### config.mk
export PLATFORM = sky130hd
export DESIGN_NAME = synth_voice_allocator
export DESIGN_NICKNAME = d
export VERILOG_FILES = /design/src/rtl/synth_pkg.sv /design/src/rtl/synth_hold_tick.sv /design/src/rtl/synth_voice_allocator.sv
export SDC_FILE = /design/constraint.sdc
export NUM_CORES = 1
export LEC_CHECK = 0
export CAP_MARGIN = 20
export CORE_UTILIZATION = 60
export CTS_BUF_LIST = sky130_fd_sc_hd__clkbuf_8
export CTS_CLUSTER_SIZE = 14
export DETAILED_ROUTE_END_ITERATION = 8
export PLACE_DENSITY = 0.79
export SETUP_SLACK_MARGIN = 0.2
export SYNTH_ARGS = -nofsm -noshare
export SYNTH_HDL_FRONTEND = slang
export SYNTH_SLANG_ARGS = --single-unit
### constraint.sdc
create_clock -name MasterCLK -period 7.08 [get_ports MasterCLK]
set_clock_uncertainty 0.15 [all_clocks]
set_input_delay 1.062 -clock MasterCLK [delete_from_list [all_inputs] [get_ports MasterCLK]]
set_output_delay 1.062 -clock MasterCLK [all_outputs]
set_load 0.03 [all_outputs]
### src/rtl/synth_pkg.sv
// synth_pkg: shared constants, types and slot/bit mapping helpers
// for the synthesizer voice allocator.
package synth_pkg;
  localparam int NOTE_W       = 4;
  localparam int SLOTS_PER_CH = 3;
  localparam int NUM_CH       = 2;
  localparam int NUM_SLOTS    = NUM_CH * SLOTS_PER_CH;

  typedef logic [NOTE_W-1:0] note_t;
  typedef logic [1:0]        rank_t;
  typedef logic [2:0]        sidx_t;

  localparam note_t NOTE_SILENT = '0;

  typedef enum logic [1:0] {
    IDLE,
    LOOKUP,
    COMMIT
  } state_t;

  function automatic sidx_t slot_idx(
    input logic       ch,
    input logic [1:0] s
  );
    return ch ? sidx_t'(s) + sidx_t'(SLOTS_PER_CH)
              : sidx_t'(s);
  endfunction

  // Slot 0 sits in the MSB nibble of each channel half.
  function automatic logic [4:0] voice_off(
    input logic       ch,
    input logic [1:0] s
  );
    return 5'(NOTE_W * SLOTS_PER_CH * int'(ch)
            + NOTE_W * (SLOTS_PER_CH - 1 - int'(s)));
  endfunction
endpackage

### src/rtl/synth_hold_tick.sv
// synth_hold_tick: hold-time prescaler, one-cycle tick every
// TICK_DIV clocks.
module synth_hold_tick #(
  parameter int TICK_DIV = 480000
) (
  input  logic clk,
  input  logic rst_n,
  output logic tick
);
  localparam int CW = (TICK_DIV > 1) ? $clog2(TICK_DIV) : 1;
  localparam logic [CW-1:0] TERM = CW'(TICK_DIV - 1);

  logic [CW-1:0] cnt;

  assign tick = (cnt == TERM);

  always_ff @(posedge clk) begin
    if (!rst_n) begin
      cnt <= '0;
    end else if (tick) begin
      cnt <= '0;
    end else begin
      cnt <= cnt + 1'b1;
    end
  end
endmodule

### src/rtl/synth_voice_allocator.sv
// synth_voice_allocator: 2x3 voice slots with LRU stealing,
// note on/off events and timed auto-release.
module synth_voice_allocator
  import synth_pkg::*;
#(
  parameter int TICK_DIV   = 480000,
  parameter int HOLD_TICKS = 50,
  parameter int HOLD_W     = 8
) (
  input  logic        MasterCLK,
  input  logic        Reset,
  input  logic        EventValid,
  output logic        EventReady,
  input  logic        EventChannel,
  input  logic [3:0]  EventNote,
  input  logic        EventOn,
  input  logic        AllOff,
  output logic [23:0] VoiceData,
  output logic        VoiceUpdate,
  output logic        StealPulse
);
  typedef logic [HOLD_W-1:0] hold_t;
  localparam hold_t HOLD_LOAD = hold_t'(HOLD_TICKS);

  state_t state;
  logic   ch_q;
  logic   on_q;
  note_t  note_q;

  note_t note_r [NUM_SLOTS];
  hold_t hold_r [NUM_SLOTS];
  rank_t rank_r [NUM_SLOTS];
  note_t note_n [NUM_SLOTS];
  hold_t hold_n [NUM_SLOTS];

  logic       hit_q, free_q;
  logic [1:0] hit_s, free_s, vic_s;
  logic       hit_c, free_c;
  logic [1:0] hit_sc, free_sc, vic_sc;

  logic       tick;
  logic       wr, bump, steal_c, changed;
  logic [1:0] wr_s;
  sidx_t      wr_i;
  note_t      wr_note;
  hold_t      wr_hold;

  synth_hold_tick #(
    .TICK_DIV(TICK_DIV)
  ) u_tick (
    .clk  (MasterCLK),
    .rst_n(Reset),
    .tick (tick)
  );

  // Descending scan so the lowest matching slot wins.
  always_comb begin
    hit_c   = 1'b0;
    hit_sc  = '0;
    free_c  = 1'b0;
    free_sc = '0;
    vic_sc  = '0;
    for (int s = SLOTS_PER_CH - 1; s >= 0; s--) begin
      if (note_r[slot_idx(ch_q, 2'(s))] == note_q) begin
        hit_c  = 1'b1;
        hit_sc = 2'(s);
      end
      if (note_r[slot_idx(ch_q, 2'(s))] == NOTE_SILENT) begin
        free_c  = 1'b1;
        free_sc = 2'(s);
      end
      if (rank_r[slot_idx(ch_q, 2'(s))] == 2'd2) begin
        vic_sc = 2'(s);
      end
    end
  end

  always_comb begin
    wr      = 1'b0;
    bump    = 1'b0;
    steal_c = 1'b0;
    wr_s    = '0;
    wr_note = NOTE_SILENT;
    wr_hold = '0;
    if (state == COMMIT && !AllOff
        && note_q != NOTE_SILENT) begin
      if (on_q) begin
        wr      = 1'b1;
        bump    = 1'b1;
        wr_hold = HOLD_LOAD;
        if (hit_q) begin
          wr_s    = hit_s;
          wr_note = note_r[slot_idx(ch_q, hit_s)];
        end else if (free_q) begin
          wr_s    = free_s;
          wr_note = note_q;
        end else begin
          wr_s    = vic_s;
          wr_note = note_q;
          steal_c = 1'b1;
        end
      end else if (hit_q) begin
        wr   = 1'b1;
        wr_s = hit_s;
      end
    end
  end

  assign wr_i = slot_idx(ch_q, wr_s);

  // Priority: AllOff, then the commit write, then expiry ticks.
  always_comb begin
    changed = 1'b0;
    for (int i = 0; i < NUM_SLOTS; i++) begin
      note_n[i] = note_r[i];
      hold_n[i] = hold_r[i];
      if (tick && note_r[i] != NOTE_SILENT
          && hold_r[i] != '0) begin
        if (hold_r[i] == hold_t'(1)) begin
          note_n[i] = NOTE_SILENT;
          hold_n[i] = '0;
        end else begin
          hold_n[i] = hold_r[i] - hold_t'(1);
        end
      end
      if (wr && wr_i == 3'(i)) begin
        note_n[i] = wr_note;
        hold_n[i] = wr_hold;
      end
      if (AllOff) begin
        note_n[i] = NOTE_SILENT;
        hold_n[i] = '0;
      end
      if (note_n[i] != note_r[i]) begin
        changed = 1'b1;
      end
    end
  end

  always_comb begin
    VoiceData = '0;
    for (int c = 0; c < NUM_CH; c++) begin
      for (int s = 0; s < SLOTS_PER_CH; s++) begin
        VoiceData[voice_off(1'(c), 2'(s)) +: NOTE_W] =
          note_r[slot_idx(1'(c), 2'(s))];
      end
    end
  end

  always_ff @(posedge MasterCLK) begin
    if (!Reset) begin
      state       <= IDLE;
      EventReady  <= 1'b0;
      ch_q        <= 1'b0;
      on_q        <= 1'b0;
      note_q      <= NOTE_SILENT;
      hit_q       <= 1'b0;
      free_q      <= 1'b0;
      hit_s       <= '0;
      free_s      <= '0;
      vic_s       <= '0;
      VoiceUpdate <= 1'b0;
      StealPulse  <= 1'b0;
      for (int i = 0; i < NUM_SLOTS; i++) begin
        note_r[i] <= NOTE_SILENT;
        hold_r[i] <= '0;
        rank_r[i] <= rank_t'(i % SLOTS_PER_CH);
      end
    end else begin
      VoiceUpdate <= changed;
      StealPulse  <= steal_c;
      for (int i = 0; i < NUM_SLOTS; i++) begin
        note_r[i] <= note_n[i];
        hold_r[i] <= hold_n[i];
      end
      if (bump) begin
        for (int s = 0; s < SLOTS_PER_CH; s++) begin
          if (slot_idx(ch_q, 2'(s)) == wr_i) begin
            rank_r[wr_i] <= '0;
          end else if (rank_r[slot_idx(ch_q, 2'(s))]
                       < rank_r[wr_i]) begin
            rank_r[slot_idx(ch_q, 2'(s))] <=
              rank_r[slot_idx(ch_q, 2'(s))] + 2'd1;
          end
        end
      end
      unique case (state)
        IDLE: begin
          if (EventValid && EventReady) begin
            ch_q       <= EventChannel;
            note_q     <= EventNote;
            on_q       <= EventOn;
            state      <= LOOKUP;
            EventReady <= 1'b0;
          end else begin
            EventReady <= 1'b1;
          end
        end
        LOOKUP: begin
          hit_q  <= hit_c;
          hit_s  <= hit_sc;
          free_q <= free_c;
          free_s <= free_sc;
          vic_s  <= vic_sc;
          state  <= COMMIT;
        end
        COMMIT: begin
          state      <= IDLE;
          EventReady <= 1'b1;
        end
        default: begin
          state      <= IDLE;
          EventReady <= 1'b0;
        end
      endcase
    end
  end
endmodule

### After elaboration in Yosys (flattened, before gate mapping)

Memories as Yosys holds them, arrays and structs flattened.
Index checks and enable logic that the tools add are counted.

| word-level totals | value |
|---|---|
| memories kept | 3 |
| register bits | 38 |
| input port bits | 10 |
| RAM bits | 84 |
| logic and storage cells | 274 |

| operators by class | value |
|---|---|
| bitwise logic cells | 17 |
| add/subtract/negate cells | 12 |
| reductions and logical operators | 47 |
| multiplexer cells | 149 |
| $lt $le $gt $ge | 3 |
| equality and inequality tests | 30 |

Memory list:

| name | words | width | rd ports | clocked after memory_dff | write ports | line | source |
|---|---|---|---|---|---|---|---|
| hold_r | 6 | 8 | 6 | 0 | 6 | synth_voice_allocator.sv:31 | `hold_t hold_r [NUM_SLOTS];` |
| note_r | 6 | 4 | 10 | 0 | 6 | synth_voice_allocator.sv:30 | `note_t note_r [NUM_SLOTS];` |
| rank_r | 6 | 2 | 4 | 0 | 6 | synth_voice_allocator.sv:32 | `rank_t rank_r [NUM_SLOTS];` |

Operators with widths:

| operator | count |
|---|---|
| $mux 8 | 30 |
| $mux 4 | 33 |
| $mux 1 | 52 |
| $eq 8x1->1 const B | 6 |
| $reduce_bool 8->1 | 6 |
| $sub 8x1->8 const B | 6 |
| $mux 2 | 22 |
| $reduce_bool 4->1 | 7 |
| $mux 3 | 8 |
| $ne 4x4->1 | 6 |
| $logic_and 1x1->1 | 21 |
| $add 19x1->19 const B | 1 |
| $eq 19x19->1 const B | 1 |
| $or 1x1->1 | 14 |
| $eq 4x4->1 | 3 |
| $logic_not 4->1 | 3 |
| $mux 6 | 2 |
| $reduce_or 2->1 | 5 |
| $eq 3x3->1 | 3 |
| $eq 2x2->1 const B | 4 |
| $add 2x1->2 const B | 3 |
| $add 2x2->3 const B | 2 |
| $eq 3x2->1 const B | 2 |
| $eq 3x3->1 const B | 2 |
| other kinds (12) | 16 |

### Longest topological paths before layout

Gate-level depths: netlist (run 1).

| logic depth | value |
|---|---|
| word-level depth | 17 |
| depth in mapped cells | 17 |

### By module

From an unflattened synthesis (run 1), not the netlist that was laid out.

| unflattened totals | value |
|---|---|
| cell total of the unflattened synthesis | 929 |
| area total of the unflattened synthesis | 7,584.8 µm² |

Modules (own cells, without submodules):

| module | instances | cells each | area each (µm²) | sequential area each (µm²) |
|---|---|---|---|---|
| synth_voice_allocator | 1 | 832 | 6,721.4 | 2,242.2 |
| synth_hold_tick | 1 | 97 | 863.3 | 380.4 |

### Worst setup path after synthesis (run 1)

No wires, ideal clock.

| timing path | value |
|---|---|
| path kind | input port to flip-flop |
| from | input port AllOff |
| to | memory rank_r[3][0] in the netlist's numbering, enable pin |
| data arrival time | 4.003 ns |
| stages | 16 |
| data required time | 6.604 ns |
| path buffers | 1 |
| path slack | 2.601 ns |
| setup time | 0.326 ns |
| cell sequence | buf_6 -> nor3b_4 -> nand2_4 -> nor2_2 -> inv_1 -> ha_1 -> nand2b_1 -> o31a_1 -> nand2_1 -> and3_1 -> a211oi_1 -> a31oi_1 -> ha_1 -> o21ai_0 -> nand2_1 -> o221ai_1 |

RTL lines:

| element | line | source |
|---|---|---|
| from (decl) | synth_voice_allocator.sv:17 | `input logic AllOff,` |
| to (decl) | synth_voice_allocator.sv:32 |  |

==> results.cfg, run 1 <==
[outcome]
status = complete, but fails checks
violations = DRC

[setup_path]
max_stage_delay_ns = 0.67
reg2reg_depth = 14
crit_type = input pin to flop
crit_top_cell = ha_1
critPathBufInv = 2
crit_family = simple AND/OR/NAND/NOR gates
cp_data_required_time_ns = 7.09
critical_path_arrival_ns = 5.24
crit_path_top_delay_cell = clkdlybuf4s50_1
critPathLaunchType = input pin
ff2ff_setup_slack_ns = 2.30
end_kind = flop
r2r-start = hit_s[0]$_SDFFE_PN0N_
r2r-end = rank_r[3][1]$_DFFE_PP_
crit_fanout = 10
crit_chain = clkdlybuf4s50_1 > nor3b_4 > nand2_4 > nor2_2 > inv_1 > ha_1 > nand2b_1 > o31a_1 > mux2i_1 > a211oi_1 > a31oi_1 > ha_1 > o21ai_0 > nand2_1 > o221ai_1

[pwr]
p_comb_frac = 0.062
p_switching_uw = 382.6
clockPowerShare = 0.468
swShare = 0.2467
vdd_drop_max_v = 0.0001723
seqPwrFrac = 0.469
power_uw = 1551
power_density_nw_per_um2 = 180.5
p_leak_uw = 0.002941
internal_power_uw = 1168

[final_layout]
area_growth_pct = 11.59
layout_commonest_cell = nor2_1
nNetsFinal = 974
stdcell_area_um2 = 8592
layout.cells.most_common_list = nor2_1 (119), dfxtp_1 (109), nand2_1 (82)
antenna_cells = 0
drive_gt1_frac = 0.08682

[detailed_routing]
drtAntennaViolNets = 0
vias_per_cell = 6.201
drt_first_pass_iters = 8
wire_per_inst_um = 17.76
drt_iter0_drc = 758
drc = 2
routed_wirelength_mm = 20.03
num_vias = 6995

[cts]
cts_resized = 0
ctsHoldBuffers = 0
numClockSinks = 124
clock_latency_ns = 0.48
htreeDepth = 4
cts_root_buf = clkbuf_8
post_cts_buffers = 0
cts.clk_slew.worst_paths_ns = 0.08
tritoncts = built
clockBufferDepth = 2
numCtsBuffers = 17

[sta]
tightest_slew_ns = 1.160
slew_viol_final = 0
timing.hold.ws_ns = 0.3219
period_share = 0.7389
slew_headroom = 0.2250
totalNegativeSetupSlack_ns = 0
finalHoldViolations = 0
fmax_mhz = 191.1
grt_setup_unrepaired = no
final-setup-viol-count = 0
fin_crit_ns = 5.232

[place]
dpl_cell_area_um2 = 8128
portBuffers = 36
place.gp.congestion = 0.9696
place_hpwl_mm = 14.21

[synth]
syn_area_per_cell_um2 = 8.333
syn-cell-area_um2 = 7700
synthCells = 924
synth_top_area_cell = dfxtp_1
synth_area_leaders = dfxtp_1 (29%), nor2_1 (5.8%), edfxtp_1 (5.5%), xnor2_1 (5.2%), mux2i_1 (4.5%)
yosys_warnings = 0
synthArstFlopShare = 0
synth_seq_cells = 124
synth_top_area_share = 0.2860
synth-edff-count = 14
ys.flop_type = dfxtp_1
ys_types = 90
ys_seq_area_frac = 0.3406

[global_routing]
grt_pass1_vias = 6249
overflow = 0
grt_antenna_before_repair = 0
grt_pass1_wl_mm = 31.87
grt_usage = 0.3142
grt_max_degree = 56

[hold_path]
hold_path_end = u_tick.cnt[0]$_SDFF_PP0_
hp-class = flop to flop
hp-start = u_tick.cnt[0]$_SDFF_PP0_
min_path_cells = 1

[floorplan]
rows = 41
die_x_um = 115.3
dieHeight_um = 115.3
die_area_um2 = 13290
start_util = 0.6126
coreArea_um2 = 12570
ios = 37

[run]
cap_violations = 0
-- worst max path at each step --
stage	slack [ns]	from	to	depth (start not counted)
final	1.85	AllOff	rank_r[3][1]$_DFFE_PP_	15
after global routing	1.57	AllOff	rank_r[3][1]$_DFFE_PP_	15
after CTS	1.95	AllOff	rank_r[0][1]$_DFFE_PP_	15
after detailed placement	1.44	AllOff	rank_r[3][1]$_DFFE_PP_	15
after global placement	1.55	AllOff	rank_r[3][1]$_DFFE_PP_	15
after floorplan	2.60	AllOff	rank_r[3][0]$_SDFFCE_PN0P_	16
-- logic make-up after synthesis --
group | synth area share
muxes | 0.05720
DFF | 0.3406
and+or+nand+nor | 0.2642
adders and majority gates | 0.03412
other | 0.0004870
xor gates and xnor gates | 0.08304
AOI/OAI and AO/OA | 0.1773
buffers and inverters | 0.04306
-- synthesized netlist by cell type, types with 19 or more instances --
cell type,count
a21oi_1,44
a22oi_1,21
a31oi_1,19
clkbuf_1,22
dfxtp_1,110
ha_1,21
inv_1,29
mux2i_1,35
nand2_1,82
nand3_1,30
nor2_1,119
nor4_1,25
o21ai_0,47
xnor2_1,46
xor2_1,27
-- final cells by class --
class                   instances  area, µm²
inverters                      29      108.9
fillers                      1012       3976
multi-input cells             729       4762
clock buffers                  20      275.3
well taps                     172      215.2
flip-flops and latches        124       2624
repair buffers                 42      425.4
clock inverters                12      181.4
-- metal layers --
layer,vias to the layer above,track usage,share of wire
met5,-,0,0
met4,0,0.1628,0.033
met3,50,0.08065,0.096
met2,337,0.4735,0.44
met1,3247,0.4149,0.43
li1,3361,-,-
-- power groups by stage --
| stage | Sequential [µW] | Clock (µW) | Combinational, µW |
|---|---|---|---|
| 5_1_grt | 728 | 766 | 106 |
| 3_5_place_dp | 744 | 0 | 95.2 |
| 6_report | 728 | 726 | 96.7 |
| 3_3_place_gp | 744 | 0 | 92.3 |
| 4_1_cts | 727 | 734 | 95.8 |
| 2_1_floorplan | 737 | 0 | 75.9 |
-- per-stage QoR --
stage                       util  setup WS [ns]  std cells
final                     0.6836          1.848       1128
after global routing      0.6836          1.566       1128
after CTS                 0.6830          1.948       1127
after detailed placement  0.6467          1.443       1095
after global placement    0.6445          1.550       1094
after floorplan                -          2.601        925
-- worst reg2reg max path: cells and delay by family, from the launching register on --
| kind | cells | cell delay, ns |
|---|---|---|
| AO/OA/AOI/OAI | 6 | 1.46 |
| AND/OR/NAND/NOR | 4 | 0.98 |
| buffers and inverters | 1 | 0.14 |
| flip-flops | 1 | 0.85 |
| adder cells (fa/ha/maj) | 2 | 0.66 |
| multiplexers | 1 | 0.23 |
-- registers in the layout, summed over array words and instances, names as in the netlist, 2 cells and up --
signal      count
free_s          2
state           2
vic_s           2
hold_r         48
rank_r         14
u_tick.cnt     19
hit_s           2
note_r         24
note_q          4
No activity file was read; power rests on OpenSTA's default activity.
==> run 2, diff against run 1 <==
==> constraint.sdc (replaced) <==
create_clock -name MasterCLK -period 5.3 [get_ports MasterCLK]
set_clock_uncertainty 0.15 [all_clocks]
set_input_delay 0.795 -clock MasterCLK [delete_from_list [all_inputs] [get_ports MasterCLK]]
set_output_delay 0.795 -clock MasterCLK [all_outputs]
set_load 0.03 [all_outputs]
==> run 2 against run 1 <==
  * The run still ends with DRC left
  * Die area did not move
  * Wire length shrank 0.70%
  * Clock-buffer cell count unchanged
  * Flip-flop and latch count unchanged
  * Worst hold slack worse by 0.0067 ns
  * Combinational power is 32% higher
  * Sequential share of layout area shrank 0.19 points
  * Total power is 33% higher
  * Setup slack got worse by 1.1 ns
  * Sequential power up 34%
  * Critical path depth is 1 higher
  * Critical path type unchanged
  * Largest cell class unchanged
==> results.cfg, run 2 (same netlist as run 1, synthesis figures left out) <==
[hold_path]
hold_path_end = u_tick.cnt[0]$_SDFF_PP0_
hp-start = u_tick.cnt[0]$_SDFF_PP0_
min_path_cells = 1
hp-class = flop to flop

[sta]
finalHoldViolations = 0
grt_setup_unrepaired = no
totalNegativeSetupSlack_ns = 0
fin_crit_ns = 4.593
fmax_mhz = 217.7
period_share = 0.8666
final-setup-viol-count = 0
tightest_slew_ns = 1.058
timing.hold.ws_ns = 0.3152
slew_viol_final = 0
slew_headroom = 0.2928

[place]
portBuffers = 36
place_hpwl_mm = 14.41
place.gp.congestion = 0.9572
dp.cells = 1102
dpl_cell_area_um2 = 8160

[floorplan]
coreArea_um2 = 12570
die_area_um2 = 13290
start_util = 0.6126
ios = 37
dieHeight_um = 115.3
rows = 41
die_x_um = 115.3

[detailed_routing]
num_vias = 6955
routed_wirelength_mm = 19.89
drt_iter0_drc = 740
drc = 2
drt_first_pass_iters = 7
wire_per_inst_um = 17.52
vias_per_cell = 6.128
drtAntennaViolNets = 0

[global_routing]
grt_max_degree = 31
grt_antenna_before_repair = 0
grt_pass1_wl_mm = 32.29
grt_usage = 0.3154
overflow = 0
grt_pass1_vias = 6459

[cts]
numCtsBuffers = 17
cts_resized = 0
clockBufferDepth = 2
post_cts_buffers = 0
cts_root_buf = clkbuf_8
ctsHoldBuffers = 0
cts.clk_slew.worst_paths_ns = 0.08
tritoncts = built
clock_latency_ns = 0.46
numClockSinks = 124
htreeDepth = 4

[setup_path]
r2r-end = rank_r[3][1]$_DFFE_PP_
startpoint = AllOff
r2r-start = hit_s[0]$_SDFFE_PN0N_
critPathLaunchType = input pin
cp_data_required_time_ns = 5.29
critical_path_arrival_ns = 4.59
crit_fanout = 9
reg2reg_depth = 15
ff2ff_setup_slack_ns = 0.86
crit_type = input pin to flop
end_kind = flop

[pwr]
power_density_nw_per_um2 = 238.7
vdd_drop_max_v = 0.0002216
power_uw = 2064
p_leak_uw = 0.002979

[final_layout]
nNetsFinal = 981
largest_reg_flops = 48
layout_commonest_cell = nor2_1
regMostFlops = hold_r
drive_gt1_frac = 0.09346
largestRegisters = hold_r x48, note_r x24, u_tick.cnt x19
antenna_cells = 0
stdcell_area_um2 = 8646
layout.cells.most_common_list = nor2_1 (119), dfxtp_1 (109), nand2_1 (82)
area_growth_pct = 12.28
final_cells = 1135

[outcome]
status = complete, but fails checks
violations = DRC

[run]
cap_violations = 0
-- run 2: cell types whose count changed in the layout (fill, tap and decap cells not counted) --
cell and change:
clkinv_2 -1, inv_4 +1, buf_4 +7
-- run 2: layout make-up --
class | count | area (µm²)
clock inverters | 12 | 182.7
multi-input cells | 729 | 4762
fillers | 1045 | 3923
flip-flops and latches | 124 | 2624
well taps | 172 | 215.2
clock buffers | 20 | 275.3
inverters | 29 | 108.9
repair buffers | 49 | 478.0
-- run 2: metrics by stage --
stage          setup slack (ns)  utilization
2_1_floorplan             1.088            -
3_3_place_gp             0.4507       0.6493
3_5_place_dp             0.2857       0.6493
4_1_cts                  0.7745       0.6857
5_1_grt                  0.4466       0.6879
6_report                 0.7072       0.6879
-- run 2: worst max-delay path by stage --
stage | endpoint | slack, ns
floorplan | rank_r[3][0]$_SDFFCE_PN0P_ | 1.09
global placement | rank_r[3][1]$_DFFE_PP_ | 0.45
detailed placement | rank_r[3][0]$_SDFFCE_PN0P_ | 0.29
CTS | rank_r[3][1]$_DFFE_PP_ | 0.77
global route | rank_r[0][0]$_SDFFCE_PN0P_ | 0.45
finish | rank_r[3][1]$_DFFE_PP_ | 0.71
-- run 2: worst max-delay path, cell delays in order --
cell             delay [ns]
clkdlybuf4s50_1        0.49
nor3b_4                0.35
nand2_4                0.16
nor2_1                 0.27
inv_1                  0.10
ha_1                   0.32
nand2b_1               0.23
o31a_1                 0.35
nand2_1                0.08
and3_1                 0.19
a211oi_1               0.23
a31oi_1                0.13
ha_1                   0.23
a31oi_1                0.20
nand2_1                0.15
o221ai_1               0.30
-- run 2: per-layer routing --
layer | GRT usage | part of all wire | wire length (µm)
met1 | 0.4160 | 0.44 | 8750
met2 | 0.4819 | 0.44 | 8765
met3 | 0.07696 | 0.087 | 1722
met4 | 0.1576 | 0.033 | 650
met5 | 0 | 0 | 0
-- run 2: report_power, final --
part / internal, µW / total [µW] / leakage, µW / switching, µW
combinational: 51.2 / 128 / 0.00174 / 77.0
clock: 555 / 961 / 0.000231 / 406
sequential: 956 / 975 / 0.00101 / 18.5
total: 1560 / 2060 / 0.00298 / 501
